[config.mk]
export PLATFORM = sky130hd
export DESIGN_NAME = mux2_to_1
export DESIGN_NICKNAME = d
export VERILOG_FILES = /design/src/rtl/mux2_pkg.sv /design/src/rtl/mux2_sel_mon.sv /design/src/rtl/mux2_to_1.sv
export SDC_FILE = /design/constraint.sdc
export NUM_CORES = 1
export LEC_CHECK = 0
export BUFFER_PORTS_ARGS = -buffer_cell sky130_fd_sc_hd__buf_2
export CORE_AREA = 2 2 39 41
export DETAILED_ROUTE_END_ITERATION = 12
export DIE_AREA = 0 0 41 43
export GPL_TIMING_DRIVEN = 0
export HOLD_SLACK_MARGIN = 0.06
export REMOVE_ABC_BUFFERS = 1
export SLEW_MARGIN = 20
export SYNTH_ARGS = -nofsm -noshare
export SYNTH_HDL_FRONTEND = slang
export SYNTH_SLANG_ARGS = --single-unit
[constraint.sdc]
create_clock -name clk -period 1.45 [get_ports clk]
set_input_delay 0.29 -clock clk [delete_from_list [all_inputs] [get_ports clk]]
set_output_delay 0.29 -clock clk [all_outputs]
set_load 0.05 [all_outputs]
[src/rtl/mux2_pkg.sv]
// mux2_pkg: shared select encodings, default sizes and the saturating
// increment helper used by the 2:1 selector and its select monitor.
package mux2_pkg;

  localparam logic SEL_X1 = 1'b0;
  localparam logic SEL_X2 = 1'b1;

  localparam int DEF_WIDTH = 1;
  localparam int DEF_CNT_W = 8;

  // Increment count by one, holding at 2^cnt_w-1 instead of wrapping.
  // Works on a 32-bit carrier; callers keep cnt_w in 1..32.
  function automatic logic [31:0] sat_inc(input logic [31:0] count, input int cnt_w);
    logic [32:0] max_v;
    max_v = (33'd1 << cnt_w) - 33'd1;
    if ({1'b0, count} >= max_v) begin
      sat_inc = max_v[31:0];
    end else begin
      sat_inc = count + 32'd1;
    end
  endfunction

endpackage

[src/rtl/mux2_sel_mon.sv]
// mux2_sel_mon: registers the select line, flags each change of the
// registered select with a one-cycle pulse and counts those pulses with a
// saturating counter.
module mux2_sel_mon
  import mux2_pkg::*;
#(
  parameter int CNT_W = DEF_CNT_W
) (
  input  logic             clk,
  input  logic             rst_n,
  input  logic             S,
  output logic             SEL_CHG,
  output logic [CNT_W-1:0] SW_CNT
);

  logic             s_q_r;
  logic             sel_chg_r;
  logic [CNT_W-1:0] sw_cnt_r;
  logic [CNT_W-1:0] cnt_next_s;

  // Next counter value: step (saturating) only while the change pulse is high.
  always_comb begin
    cnt_next_s = sw_cnt_r;
    if (sel_chg_r) begin
      cnt_next_s = CNT_W'(sat_inc(32'(sw_cnt_r), CNT_W));
    end else begin
      cnt_next_s = sw_cnt_r;
    end
  end

  // Select sample and change pulse. The pulse register holds the result of
  // comparing the incoming sample with the held one, which is exactly
  // "new s_q differs from previous s_q" for the cycle following the edge.
  always_ff @(posedge clk or negedge rst_n) begin
    if (!rst_n) begin
      s_q_r     <= SEL_X1;
      sel_chg_r <= 1'b0;
    end else begin
      s_q_r     <= S;
      sel_chg_r <= (S != s_q_r);
    end
  end

  // Switch counter, cleared only by reset.
  always_ff @(posedge clk or negedge rst_n) begin
    if (!rst_n) begin
      sw_cnt_r <= {CNT_W{1'b0}};
    end else begin
      sw_cnt_r <= cnt_next_s;
    end
  end

  assign SEL_CHG = sel_chg_r;
  assign SW_CNT  = sw_cnt_r;

endmodule

[src/rtl/mux2_to_1.sv]
// mux2_to_1: 2:1 data selector (Y = S ? X2 : X1) with a registered copy of
// the selection (Y_Q) and select-change monitoring (SEL_CHG, SW_CNT).
// Build option MUX2_OUTPUT_REG_EN: when defined, Y is driven from the Y_Q
// register instead of the combinational selection.
module mux2_to_1
  import mux2_pkg::*;
#(
  parameter int WIDTH = DEF_WIDTH,
  parameter int CNT_W = DEF_CNT_W
) (
  input  logic             clk,
  input  logic             rst_n,
  input  logic [WIDTH-1:0] X1,
  input  logic [WIDTH-1:0] X2,
  input  logic             S,
  output logic [WIDTH-1:0] Y,
  output logic [WIDTH-1:0] Y_Q,
  output logic             SEL_CHG,
  output logic [CNT_W-1:0] SW_CNT
);

  logic [WIDTH-1:0] sel_s;
  logic [WIDTH-1:0] y_q_r;

  // Combinational data steer.
  always_comb begin
    sel_s = X1;
    if (S == SEL_X2) begin
      sel_s = X2;
    end else begin
      sel_s = X1;
    end
  end

  // One-cycle registered copy of the selection.
  always_ff @(posedge clk or negedge rst_n) begin
    if (!rst_n) begin
      y_q_r <= {WIDTH{1'b0}};
    end else begin
      y_q_r <= sel_s;
    end
  end

  assign Y_Q = y_q_r;

`ifdef MUX2_OUTPUT_REG_EN
  assign Y = y_q_r;
`else
  assign Y = sel_s;
`endif

  mux2_sel_mon #(
    .CNT_W (CNT_W)
  ) u_sel_mon (
    .clk     (clk),
    .rst_n   (rst_n),
    .S       (S),
    .SEL_CHG (SEL_CHG),
    .SW_CNT  (SW_CNT)
  );

endmodule

## Yosys cells after proc, flatten, opt, wreduce, memory -nomap -nowiden

Index checks and enable logic that the tools add are counted.
Widths: inputs -> output; s select.

| cells by class | value |
|---|---|
| magnitude comparators | 1 |
| $add $sub $neg | 1 |
| bitwise logic cells | 0 |
| multipliers | 0 |
| shift operators | 0 |
| muxes and demuxes | 2 |
| eq/ne operators | 1 |
| reductions and logical operators | 0 |
| div/mod/pow operators | 0 |

Operator list:

| operator | count |
|---|---|
| $add 8x1->8 const B | 1 |
| $ge 8x8->1 const B | 1 |
| $mux 8 | 1 |
| $mux 1 | 1 |
| $ne 1x1->1 | 1 |

| storage, ports and cells | value |
|---|---|
| register bits after elaboration | 11 |
| word-level logic and storage cells | 9 |
| memory bits (read-only) | 0 |
| latch bits | 0 |
| bits of input ports | 5 |
| RAM bits | 0 |
| memories kept | 0 |

## Depth between registers and ports, before layout

Gate-level depths: netlist of run 1.

| logic depth | value |
|---|---|
| depth after elaboration | 2 |
| gate-level depth with buffers | 5 |
| mapped depth without buffers | 4 |

## Hierarchy

From an unflattened synthesis of run 1, not the netlist that was laid out.

| second synthesis, totals | value |
|---|---|
| cells, all modules | 44 |
| area total of the unflattened synthesis | 519.2 µm² |

By module, submodules not included:

| module | cells an instance | area an instance (µm²) | times used | seq. area each (µm²) |
|---|---|---|---|---|
| mux2_sel_mon | 42 | 479.2 | 1 | 250.2 |
| mux2_to_1 | 2 | 40.0 | 1 | 25.0 |

## Worst setup path after synthesis of run 1

Ideal clock, no wire load.

| path | value |
|---|---|
| kind | register to register |
| start point | reg u_sel_mon.sw_cnt_r[0], in the netlist u_sel_mon.SW_CNT[0] |
| end point | reg u_sel_mon.sw_cnt_r[4], in the netlist u_sel_mon.SW_CNT[4] |
| arrival | 1520 ps |
| clock period less this slack | 1645 ps |
| library setup time | 125 ps |
| stages on the path, launching flop included | 6 |
| required time | 1325 ps |
| slack | -195 ps |
| cells stage by stage | dfrtp_1 ha_1 and3_1 buf_4 nand2_2 mux2_4 |

| on the way | value |
|---|---|
| longest elaborated chain between the ends | 2 |
| elaborated cells on any way between the ends | 3 |

Ends and longest elaborated chain:

| element | line | RTL |
|---|---|---|
| start: declaration | mux2_sel_mon.sv:18 | `logic [CNT_W-1:0] sw_cnt_r;` |
| start signal: assignment | mux2_sel_mon.sv:47 | `sw_cnt_r <= {CNT_W{1'b0}};` |
| start signal: assignment | mux2_sel_mon.sv:49 | `sw_cnt_r <= cnt_next_s;` |
| $add 8x1->8 / $ge 8x8->1 (equally long branches) | mux2_pkg.sv:19, mux2_pkg.sv:16 |  |
| $mux 8 * | mux2_pkg.sv:16 | `if ({1'b0, count} >= max_v) begin` |

Every way passes the cells marked *; elsewhere a longest branch is shown, timed or not.
A chain may end at the register's enable or synchronous reset.

## Final worst setup path of run 1

Ends and elaborated chain as after synthesis.

==> results of run 1 <==
[logic make-up after synthesis]
kind of cell,after synthesis,share of synthesized area
AOI/OAI and AO/OA,6,0.0705
xor gates and xnor gates,3,0.0548
adders and majority gates,1,0.0261
buffers and inverters,2,0.0235
DFF,11,0.574
muxes,4,0.0966
and+or+nand+nor,14,0.154
[state kept, by name, summed over array words and instances, names as in the netlist]
| name | cells |
|---|---|
| u_sel_mon.SW_CNT | 8 |
| u_sel_mon.s_q_r | 1 |
| Y_Q | 1 |
| u_sel_mon.SEL_CHG | 1 |
[report_power, final]
group	internal (mW)	leakage, nW	switching [mW]
Combinational	0.205	0.161	0.528
Sequential	0.414	0.134	0.117
Clock	0.106	0.0150	0.0977
[synthesized netlist by cell type (all sizes together)]
| cell type | instances |
|---|---|
| and3 | 2 |
| ha | 1 |
| xnor2 | 2 |
| buf | 1 |
| inv | 1 |
| o21ai | 1 |
| nand2 | 5 |
| nor2b | 1 |
| and4 | 1 |
| nand4 | 1 |
| nor2 | 1 |
| a21oi | 2 |
| mux2 | 2 |
| mux2i | 2 |
| a31oi | 3 |
| dfrtp | 11 |
| xor2 | 1 |
| nand3 | 3 |
[final cells by class]
cell class,count,area (um^2),share of cell area
inverter,1,3.75,0.00622
tap,16,20.0,0.0332
timing repair buffer,16,85.1,0.141
multi-input combinational,28,193,0.320
sequential,11,275,0.456
clock buffer,4,26.3,0.0436
[what timing repair did]
item                                   4_1_cts  5_1_grt
endpoints found under the hold margin       11        0
resized for setup                            0        0
hold buffers                                 1        0
[layer usage]
metal,global-route usage,part of all wire
met3,0.0471,0.077
met2,0.194,0.51
met1,0.141,0.42
met4,0.0800,0
met5,0,0
[worst register-to-register path, stage by stage (launching register included)]
cell and delay [ps]:
sky130_fd_sc_hd__dfrtp_1 410, sky130_fd_sc_hd__ha_1 220, sky130_fd_sc_hd__and3_1 240, sky130_fd_sc_hd__nand2_2 100, sky130_fd_sc_hd__mux2_4 290
[worst max path at each step]
| stage | startpoint | endpoint | slack (ps) | cells after the start |
|---|---|---|---|---|
| 2_1_floorplan | u_sel_mon.SW_CNT[0]$_DFFE_PN0P_ | u_sel_mon.SW_CNT[4]$_DFFE_PN0P_ | -200 | 4 |
| 3_3_place_gp | u_sel_mon.SW_CNT[0]$_DFFE_PN0P_ | u_sel_mon.SW_CNT[4]$_DFFE_PN0P_ | 90 | 4 |
| 3_5_place_dp | u_sel_mon.SW_CNT[0]$_DFFE_PN0P_ | u_sel_mon.SW_CNT[4]$_DFFE_PN0P_ | 70 | 4 |
| 4_1_cts | u_sel_mon.SW_CNT[0]$_DFFE_PN0P_ | u_sel_mon.SW_CNT[4]$_DFFE_PN0P_ | 60 | 4 |
| 5_1_grt | u_sel_mon.SW_CNT[0]$_DFFE_PN0P_ | u_sel_mon.SW_CNT[4]$_DFFE_PN0P_ | 20 | 4 |
| 6_report | u_sel_mon.SW_CNT[0]$_DFFE_PN0P_ | u_sel_mon.SW_CNT[4]$_DFFE_PN0P_ | 70 | 4 |
[stage by stage]
step | instances | utilization | setup WS, ps | hold slack (ps) | cell area [um^2]
detailed placement | 71 | 0.410 | 69.3 | 174 | 567
global route | 76 | 0.436 | 22.0 | 160 | 603
CTS | 76 | 0.436 | 61.2 | 161 | 603
floorplan | 40 | - | -199 | -5.59 | 472
finish | 76 | 0.436 | 68.2 | 171 | 603
global placement | 71 | 0.410 | 87.2 | 174 | 567
==> key figures, run 1 <==
Run status
  • Status: completed

Synth
  • Cell Area, Synth: 479 um^2
  • Syn Inst Count: 41
  • Leading post-synthesis cells by cell area: sky130_fd_sc_hd__dfrtp_1 57%, sky130_fd_sc_hd__mux2i_1 4.2%, sky130_fd_sc_hd__a31oi_1 3.9%, sky130_fd_sc_hd__xnor2_1 3.7%, sky130_fd_sc_hd__nand3_1 3.1%
  • Area share of the largest cell type after synthesis: 0.574
  • Flip-flop and latch count after synthesis: 11
  • Count of distinct cell types in the synthesized netlist: 20
  • Synthesized area per cell: 11.7 um^2
  • Synthesis Warnings: 0
  • Library cell with the largest summed area after synthesis: sky130_fd_sc_hd__dfrtp_1
  • Part of the Yosys area used for sequential elements: 0.574

Placement
  • Routability congestion estimate: 0.686
  • Number of buffers inserted by port buffering: 15

Floorplan
  • Area inside the core boundary: 1380 um^2
  • Height of the die: 43 um
  • Starting utilization of the core area: 0.346
  • Site Rows: 14
  • Chip Width: 41 um
  • Boundary Pins: 16
  • Die footprint: 1760 um^2

Timing
  • Slew Viols, Final: 0
  • Slew headroom: 0.836
  • Post-layout min period: 1380 ps
  • Setup-violating endpoint count in the final report: 0
  • Unrepaired setup endpoints after global routing: false
  • Highest Clock Rate: 724 MHz
  • Final cycle utilization of the critical path: 0.953
  • Final clock skew: 1.48 ps
  • Setup TNS: 0 ps
  • Worst slew pin tran: 246 ps
  • Final count of hold timing violations: 0

Clock tree
  • Clock Latency Late Sink: 260 ps
  • Clock tree root buffer cell: sky130_fd_sc_hd__clkbuf_4
  • Clock buffers created by TritonCTS: 3
  • H-tree level count: 1
  • Maximum clock path buffer count: 2
  • Clock tree from TritonCTS: built
  • Total number of clock tree sinks: 11
  • Clock edge transition at the registers on the reported setup and hold paths: 70 ps
  • Post-CTS setup-driven buffer insertion count: 0

Worst setup path
  • Register-to-register setup slack: 70 ps
  • Req. time, crit path: 1600 ps
  • Slowest cell on the critical path: sky130_fd_sc_hd__dfrtp_1
  • Endpoint of the lowest-slack register-to-register path: u_sel_mon.SW_CNT[4]$_DFFE_PN0P_
  • Data arrival at the endpoint of the critical path: 1530 ps
  • Cell depth of the worst flop-to-flop path: 4
  • Largest fanout of any net on the critical path: 7
  • Setup crit end kind: flip-flop
  • R2r startpoint: u_sel_mon.SW_CNT[0]$_DFFE_PN0P_
  • List of cells traversed by the critical path: ha_1 > and3_1 > nand2_2 > mux2_4
  • Worst Setup Path Type: flip-flop to flip-flop
  • Kind of start point of the critical path: flip-flop
  • Critical path buffer and inverter count: 0
  • Crit path largest cell delay: 410 ps
  • Crit-path leading delay family: flip-flops

Worst hold path
  • Worst Hold Path Cells: 1
  • Sink of the worst hold path: u_sel_mon.s_q_r$_DFF_PN0_
  • Critical hold path startpoint: S
  • Tightest Hold Check Type: input pin to flip-flop

Run
  • Reported max-cap violation count: 0

Power
  • Leak pwr: 0.310 nW
  • Power density normalized to cell area: 2430 nW/um^2
  • Max rail drop VDD: 1.03 mV
  • Post-layout total power: 1.47 mW

Layout
  • Diode insertion count for antenna repair: 0
  • Commonest cells after routing, fill and taps aside: 15 x sky130_fd_sc_hd__buf_2, 11 x sky130_fd_sc_hd__dfrtp_1, 4 x sky130_fd_sc_hd__nand2_1
  • Layout Area Growth over Synthesis: 25.8%
  • Number of nets in the layout: 67
  • Fillcell total: 138
  • Layout cells sized above 1: 0.350
  • Most common cell after layout, fill and taps aside: sky130_fd_sc_hd__buf_2

Routing
  • Count of TritonRoute iterations in the first routing pass: 2
  • Initial detailed-routing violation count: 1
  • DR DRC count: 0
  • WL per Instance: 11.5 um
  • Final wirelength: 872 um
  • Total number of vias: 373
  • ANT nets after route: 0
  • Mean number of vias per cell: 4.91

GRT
  • Total routing usage reported by global routing: 0.127
  • Via count of the first global-routing pass: 357
  • Pin count of the biggest net entering global routing: 12
  • First-pass GRT wire length: 1.44 mm
  • Initial antenna violation count: 0
  • Aggregate global routing overflow: 0
No activity file was read; power rests on OpenSTA's default activity.
==> inputs of run 2 (changes only) <==
Settings changed: CORE_AREA 2 2 39 41 to unset, CORE_UTILIZATION set to 31, DIE_AREA 0 0 41 43 to unset.
==> key figures, run 2 (synthesis results as in run 1) <==
Run status
  • Status: completed (unchanged)

Routing
  • Mean number of vias per cell: 4.99 (was 4.91)
  • WL per Instance: 12.1 um (was 11.5 um)
  • Initial detailed-routing violation count: 0 (was 1)
  • ANT nets after route: 0 (unchanged)
  • Count of TritonRoute iterations in the first routing pass: 1 (was 2)
  • Total number of vias: 379 (was 373)
  • DR DRC count: 0 (unchanged)
  • Final wirelength: 921 um (was 872 um)

Power
  • Max rail drop VDD: 1.04 mV (was 1.03 mV)
  • Net switching power: 761 uW (was 743 uW)
  • Share of power burned in registers: 0.357 (was 0.362)
  • Fraction of power consumed by the clock network: 0.138 (was 0.139)
  • Power density normalized to cell area: 2470 nW/um^2 (was 2430 nW/um^2)
  • Switching Fraction: 0.505 (was 0.506)
  • Comb pwr share: 0.505 (was 0.499)
  • Internal Power: 744 uW (was 726 uW)
  • Leak pwr: 0.314 nW (was 0.310 nW)

Timing
  • Slew headroom: 0.836 (about the same)
  • Post-layout min period: 1370 ps (was 1380 ps)
  • Setup TNS: 0 ps (unchanged)
  • Worst setup margin: 77.3 ps (was 68.2 ps)
  • Setup-violating endpoint count in the final report: 0 (unchanged)
  • Worst slew pin tran: 246 ps (about the same)
  • Final cycle utilization of the critical path: 0.947 (was 0.953)
  • Final count of hold timing violations: 0 (unchanged)
  • Final clock skew: 5.67 ps (was 1.48 ps)
  • Slew Viols, Final: 0 (unchanged)
  • Unrepaired setup endpoints after global routing: false (unchanged)
  • Highest Clock Rate: 729 MHz (was 724 MHz)

Placement
  • Routability congestion estimate: 0.705 (was 0.686)
  • Placed Cells incl. Taps: 70 (was 71)
  • Number of buffers inserted by port buffering: 15 (unchanged)
  • Pre-CTS setup slack: 68.2 ps (was 69.3 ps)
  • Detailed Place HPWL: 644 um

GRT
  • Aggregate global routing overflow: 0 (unchanged)
  • Met3 Track Usage GR: 0.0851 (was 0.0471)
  • GRT met1 Usage: 0.164 (was 0.141)
  • Via count of the first global-routing pass: 331 (was 357)
  • Initial antenna violation count: 0 (unchanged)
  • First-pass GRT wire length: 1.42 mm (was 1.44 mm)
  • Busiest metal layer after global routing: met2 (unchanged)
  • Pin count of the biggest net entering global routing: 12 (unchanged)
  • Routing usage on met2: 0.199 (was 0.194)
  • Total routing usage reported by global routing: 0.137 (was 0.127)

Clock tree
  • Clock Latency Late Sink: 270 ps (was 260 ps)
  • Clock buffers created by TritonCTS: 3 (unchanged)
  • Maximum clock path buffer count: 2 (unchanged)
  • H-tree level count: 1 (unchanged)
  • Clock tree root buffer cell: sky130_fd_sc_hd__clkbuf_4 (unchanged)
  • Total number of clock tree sinks: 11 (unchanged)
  • Clock edge transition at the registers on the reported setup and hold paths: 70 ps (about the same)
  • Clock tree from TritonCTS: built (unchanged)

Floorplan
  • Area inside the core boundary: 1370 um^2 (was 1380 um^2)
  • Site Rows: 13 (was 14)
  • Starting utilization of the core area: 0.351 (was 0.346)
  • Boundary Pins: 16 (unchanged)
  • Height of the die: 41.3 um (was 43 um)
  • Die footprint: 1710 um^2 (was 1760 um^2)
  • Chip Width: 41.3 um (was 41 um)

Layout
  • Number of flip-flops in the largest register: 8 (unchanged)
  • Layout Area Growth over Synthesis: 27.4% (was 25.8%)
  • Number of nets in the layout: 68 (was 67)
  • Diode insertion count for antenna repair: 0 (unchanged)
  • Commonest cells after routing, fill and taps aside: 15 x sky130_fd_sc_hd__buf_2, 11 x sky130_fd_sc_hd__dfrtp_1, 4 x sky130_fd_sc_hd__nand2_1 (unchanged)
  • Layout cells sized above 1: 0.377 (was 0.350)
  • Number of cells in the finished layout apart from fillers: 76 (unchanged)
  • Most common cell after layout, fill and taps aside: sky130_fd_sc_hd__buf_2 (unchanged)

Worst setup path
  • Largest fanout of any net on the critical path: 7 (unchanged)
  • Kind of start point of the critical path: flip-flop (unchanged)
  • Setup crit end kind: flip-flop (unchanged)
  • Cell depth of the worst flop-to-flop path: 4 (unchanged)
  • Data arrival at the endpoint of the critical path: 1530 ps (about the same)
  • Req. time, crit path: 1610 ps (was 1600 ps)
  • Worst Setup Path Type: flip-flop to flip-flop (unchanged)

Worst hold path
  • Worst Hold Path Cells: 1 (unchanged)
  • Tightest Hold Check Type: input pin to flip-flop (unchanged)

Run
  • Reported max-cap violation count: 0 (unchanged)
-- run 2: changes by cell type in the layout (fill, tap and decap cells not counted), sizes merged --
cell	before	now
buf	15	16
-- run 2: final cells by class --
cell class / instances / area [um^2]
inverters: 1 / 3.75
fillers: 141 / 756
well taps: 15 / 18.8
multi-input cells: 28 / 194
repair buffers: 17 / 92.6
flip-flops and latches: 11 / 275
clock buffers: 4 / 26.3
-- run 2: worst max-delay path, stage by stage, from the launching register on --
cell and delay, ps:
sky130_fd_sc_hd__dfrtp_1 420, sky130_fd_sc_hd__ha_1 220, sky130_fd_sc_hd__and3_2 250, sky130_fd_sc_hd__nand2_2 80, sky130_fd_sc_hd__mux2_4 290
-- run 2: final timing paths --
check / slack [ps] / end / start
max: 80 / u_sel_mon.SW_CNT[4]$_DFFE_PN0P_ / u_sel_mon.SW_CNT[0]$_DFFE_PN0P_
max reg2reg: 80 / u_sel_mon.SW_CNT[4]$_DFFE_PN0P_ / u_sel_mon.SW_CNT[0]$_DFFE_PN0P_
min reg2reg: 440 / u_sel_mon.SEL_CHG$_DFF_PN0_ / u_sel_mon.s_q_r$_DFF_PN0_
min in group asynchronous: 420 / u_sel_mon.SW_CNT[3]$_DFFE_PN0P_ / rst_n
min: 170 / u_sel_mon.s_q_r$_DFF_PN0_ / S
max in group asynchronous: 830 / u_sel_mon.s_q_r$_DFF_PN0_ / rst_n
-- run 2: timing repair --
action | in CTS | in global routing
hold buffers | 1 | 0
resized for setup | 0 | 1
setup buffers | 0 | 1
setup endpoints to repair | 0 | 1
endpoints found under the hold margin | 11 | 0
-- run 2: through the flow --
step	area [um^2]	hold slack, ps	utilization	power [mW]
floorplan	472	-5.59	-	1.10
global placement	566	172	0.414	1.26
detailed placement	566	170	0.414	1.28
CTS	602	151	0.440	1.50
global route	611	148	0.447	1.61
finish	611	169	0.447	1.51
-- run 2: power by group through the flow --
stage / logic [mW] / clock network (mW) / registers (mW)
floorplan: 0.214 / 0 / 0.888
global placement: 0.725 / 0 / 0.535
detailed placement: 0.737 / 0 / 0.541
CTS: 0.744 / 0.222 / 0.537
global route: 0.820 / 0.235 / 0.555
finish: 0.761 / 0.208 / 0.537
-- run 2: per-layer routing --
layer / wire, um / up-vias
li1: - / 183
met1: 401 / 180
met2: 441 / 16
met3: 78 / 0
met4: 0 / 0
met5: 0 / -
==> inputs of run 3 (changes only) <==
Settings changed: BUFFER_PORTS_ARGS -buffer_cell sky130_fd_sc_hd__buf_2 to unset, CTS_BUF_LIST set to sky130_fd_sc_hd__clkbuf_8, DONT_BUFFER_PORTS set to 1.
==> key figures, run 3 (synthesis results as in run 1) <==
Timing
  • Final count of hold timing violations: 0 (unchanged)
  • Post-layout min period: 1440 ps (was 1370 ps)
  • Final cycle utilization of the critical path: 0.991 (was 0.947)
  • Highest Clock Rate: 696 MHz (was 729 MHz)
  • Unrepaired setup endpoints after global routing: true (was false)
  • Worst slack on hold paths: 83.9 ps (was 169 ps)
  • Worst slew pin tran: 611 ps (was 246 ps)
  • Slew headroom: 0.593 (was 0.836)
  • Final clock skew: 2.22 ps (was 5.67 ps)
  • Setup-violating endpoint count in the final report: 0 (unchanged)
  • Slew Viols, Final: 0 (unchanged)

Routing
  • Count of TritonRoute iterations in the first routing pass: 4 (was 1)
  • Post-route met1 wirelength: 398 um (was 401 um)
  • Mean number of vias per cell: 5.42 (was 4.99)
  • Met3 WL: 95 um (was 78 um)
  • Initial detailed-routing violation count: 4 (was 0)
  • Final wirelength: 839 um (was 921 um)
  • Total number of vias: 336 (was 379)
  • WL per Instance: 13.5 um (was 12.1 um)
  • Highest metal used: met3 (unchanged)
  • DR DRC count: 0 (unchanged)
  • ANT nets after route: 0 (unchanged)
  • Met2 WL: 345 um (was 441 um)

Worst setup path
  • Setup crit end kind: flip-flop (unchanged)
  • Largest fanout of any net on the critical path: 5 (was 7)
  • Endpoint of the lowest-slack register-to-register path: u_sel_mon.SW_CNT[4]$_DFFE_PN0P_ (unchanged)
  • Critical path buffer and inverter count: 0 (unchanged)
  • Worst Setup Path Type: flip-flop to flip-flop (unchanged)
  • Crit path largest cell delay: 560 ps (was 420 ps)
  • Slowest cell on the critical path: sky130_fd_sc_hd__dfrtp_2 (was sky130_fd_sc_hd__dfrtp_1)
  • Kind of start point of the critical path: flip-flop (unchanged)
  • Cell depth of the worst flop-to-flop path: 4 (unchanged)
  • Req. time, crit path: 1570 ps (was 1610 ps)
  • R2r startpoint: u_sel_mon.SW_CNT[0]$_DFFE_PN0P_ (unchanged)
  • Data arrival at the endpoint of the critical path: 1550 ps (was 1530 ps)
  • Register-to-register setup slack: 10 ps (was 80 ps)
  • Crit-path leading delay family: flip-flops (unchanged)
  • List of cells traversed by the critical path: ha_4 > and3_4 > nand2_2 > mux2_4 (was ha_1 > and3_2 > nand2_2 > mux2_4)

Power
  • Net switching power: 760 uW (was 761 uW)
  • Comb pwr share: 0.190 (was 0.505)
  • Power density normalized to cell area: 2620 nW/um^2 (was 2470 nW/um^2)
  • Share of power burned in registers: 0.619 (was 0.357)
  • Leak pwr: 0.261 nW (was 0.314 nW)
  • Switching Fraction: 0.494 (was 0.505)
  • Max rail drop VDD: 1.03 mV (was 1.04 mV)
  • Fraction of power consumed by the clock network: 0.190 (was 0.138)
  • Internal Power: 778 uW (was 744 uW)

Clock tree
  • Clock tree from TritonCTS: built (unchanged)
  • Clock tree root buffer cell: sky130_fd_sc_hd__clkbuf_8 (was sky130_fd_sc_hd__clkbuf_4)
  • Total number of clock tree sinks: 11 (unchanged)
  • Maximum clock path buffer count: 2 (unchanged)
  • H-tree level count: 1 (unchanged)
  • Clock Latency Late Sink: 230 ps (was 270 ps)
  • Clock edge transition at the registers on the reported setup and hold paths: 50 ps (was 70 ps)
  • Clock buffers created by TritonCTS: 3 (unchanged)

Layout
  • Area of the multi-input gates: 210 um^2 (was 194 um^2)
  • Commonest cells after routing, fill and taps aside: 7 x sky130_fd_sc_hd__dfrtp_2, 4 x sky130_fd_sc_hd__dfrtp_1, 4 x sky130_fd_sc_hd__nand2_1 (was 15 x sky130_fd_sc_hd__buf_2, 11 x sky130_fd_sc_hd__dfrtp_1, 4 x sky130_fd_sc_hd__nand2_1)
  • Number of nets in the layout: 54 (was 68)
  • Sequential cell area: 284 um^2 (was 275 um^2)
  • Fillcell total: 145 (was 141)
  • Number of cells in the finished layout apart from fillers: 62 (was 76)
  • Number of flip-flops in the largest register: 8 (unchanged)
  • Layout cells sized above 1: 0.362 (was 0.377)
  • Layout Area Growth over Synthesis: 22.5% (was 27.4%)
  • Most common cell after layout, fill and taps aside: sky130_fd_sc_hd__dfrtp_2 (was sky130_fd_sc_hd__buf_2)
  • Diode insertion count for antenna repair: 0 (unchanged)

Run status
  • Status: completed (unchanged)

Worst hold path
  • Tightest Hold Check Type: input pin to flip-flop (unchanged)
  • Sink of the worst hold path: u_sel_mon.s_q_r$_DFF_PN0_ (unchanged)
  • Critical hold path startpoint: S (unchanged)
  • Worst Hold Path Cells: 0 (was 1)

GRT
  • Initial antenna violation count: 0 (unchanged)
  • Aggregate global routing overflow: 0 (unchanged)
  • Via count of the first global-routing pass: 312 (was 331)
  • Total routing usage reported by global routing: 0.121 (was 0.137)
  • Pin count of the biggest net entering global routing: 12 (unchanged)
  • First-pass GRT wire length: 1.24 mm (was 1.42 mm)

Placement
  • Number of buffers inserted by port buffering: 0 (was 15)
  • Detailed Place HPWL: 543 um (was 644 um)
  • Placed Cells incl. Taps: 55 (was 70)
  • Routability congestion estimate: 0.688 (was 0.705)

Floorplan
  • Site Rows: 13 (unchanged)
  • Height of the die: 41.3 um (unchanged)
  • Starting utilization of the core area: 0.351 (unchanged)
  • Boundary Pins: 16 (unchanged)
  • Chip Width: 41.3 um (unchanged)
  • Area inside the core boundary: 1370 um^2 (unchanged)
  • Die footprint: 1710 um^2 (unchanged)

Run
  • Reported max-cap violation count: 0 (unchanged)
## run 3: cell types whose count changed in the layout (fill, tap and decap cells not counted), moves of 3 or more
| cell | change |
|---|---|
| sky130_fd_sc_hd__buf_2 | -15 |
| sky130_fd_sc_hd__dfrtp_1 | -7 |
| sky130_fd_sc_hd__dfrtp_2 | +7 |
| sky130_fd_sc_hd__clkbuf_4 | -3 |
| sky130_fd_sc_hd__clkbuf_8 | +3 |
## run 3: timing repair
action,4_1_cts,5_1_grt
endpoints found under the hold margin,11,0
gates resized for setup,10,2
setup buffers,0,2
hold buffers,1,0
pin swaps,1,2
setup endpoints to repair,8,6
## run 3: final cells by class
type,instances,share of cell area
Tap cell,15,0.0320
Inverter,1,0.00640
Sequential cell,11,0.484
Timing Repair Buffer,3,0.0426
Multi-Input combinational cell,28,0.358
Clock buffer,3,0.0704
Clock inverter,1,0.00640
## run 3: stage by stage
stage | cell area [um^2] | power, mW | TNS (ps) | util | setup WS (ps)
finish | 587 | 1.54 | 0 | 0.429 | 13.5
global route | 587 | 1.64 | -79.3 | 0.429 | -36.0
CTS | 571 | 1.53 | 0 | 0.418 | 1.39
detailed placement | 490 | 1.17 | -1470 | 0.359 | -300
global placement | 490 | 1.15 | -1320 | 0.359 | -285
floorplan | 472 | 1.10 | -387 | - | -199
## run 3: worst max-delay path by stage
| stage | cells past startpoint | endpoint | slack (ps) | from |
|---|---|---|---|---|
| 6_report | 4 | u_sel_mon.SW_CNT[4]$_DFFE_PN0P_ | 10 | u_sel_mon.SW_CNT[0]$_DFFE_PN0P_ |
| 3_5_place_dp | 4 | u_sel_mon.SW_CNT[4]$_DFFE_PN0P_ | -300 | u_sel_mon.SW_CNT[0]$_DFFE_PN0P_ |
| 4_1_cts | 4 | u_sel_mon.SW_CNT[4]$_DFFE_PN0P_ | 1 | u_sel_mon.SW_CNT[0]$_DFFE_PN0P_ |
| 3_3_place_gp | 4 | u_sel_mon.SW_CNT[4]$_DFFE_PN0P_ | -290 | u_sel_mon.SW_CNT[0]$_DFFE_PN0P_ |
| 2_1_floorplan | 4 | u_sel_mon.SW_CNT[4]$_DFFE_PN0P_ | -200 | u_sel_mon.SW_CNT[0]$_DFFE_PN0P_ |
| 5_1_grt | 4 | u_sel_mon.SW_CNT[2]$_DFFE_PN0P_ | -40 | u_sel_mon.SW_CNT[0]$_DFFE_PN0P_ |
## run 3: routing by layer
metal  track usage  vias to the layer above
met5             0                        -
met4        0.0242                        0
met3         0.106                        0
met2         0.184                       15
met1         0.128                      163
li1              -                      158
## run 3: power groups by stage
| stage | sequential (mW) | clock [mW] | combinational, mW |
|---|---|---|---|
| after detailed placement | 0.921 | 0 | 0.244 |
| after floorplan | 0.888 | 0 | 0.214 |
| after global placement | 0.919 | 0 | 0.233 |
| final | 0.953 | 0.293 | 0.293 |
| after global routing | 0.979 | 0.323 | 0.336 |
| after CTS | 0.948 | 0.305 | 0.275 |
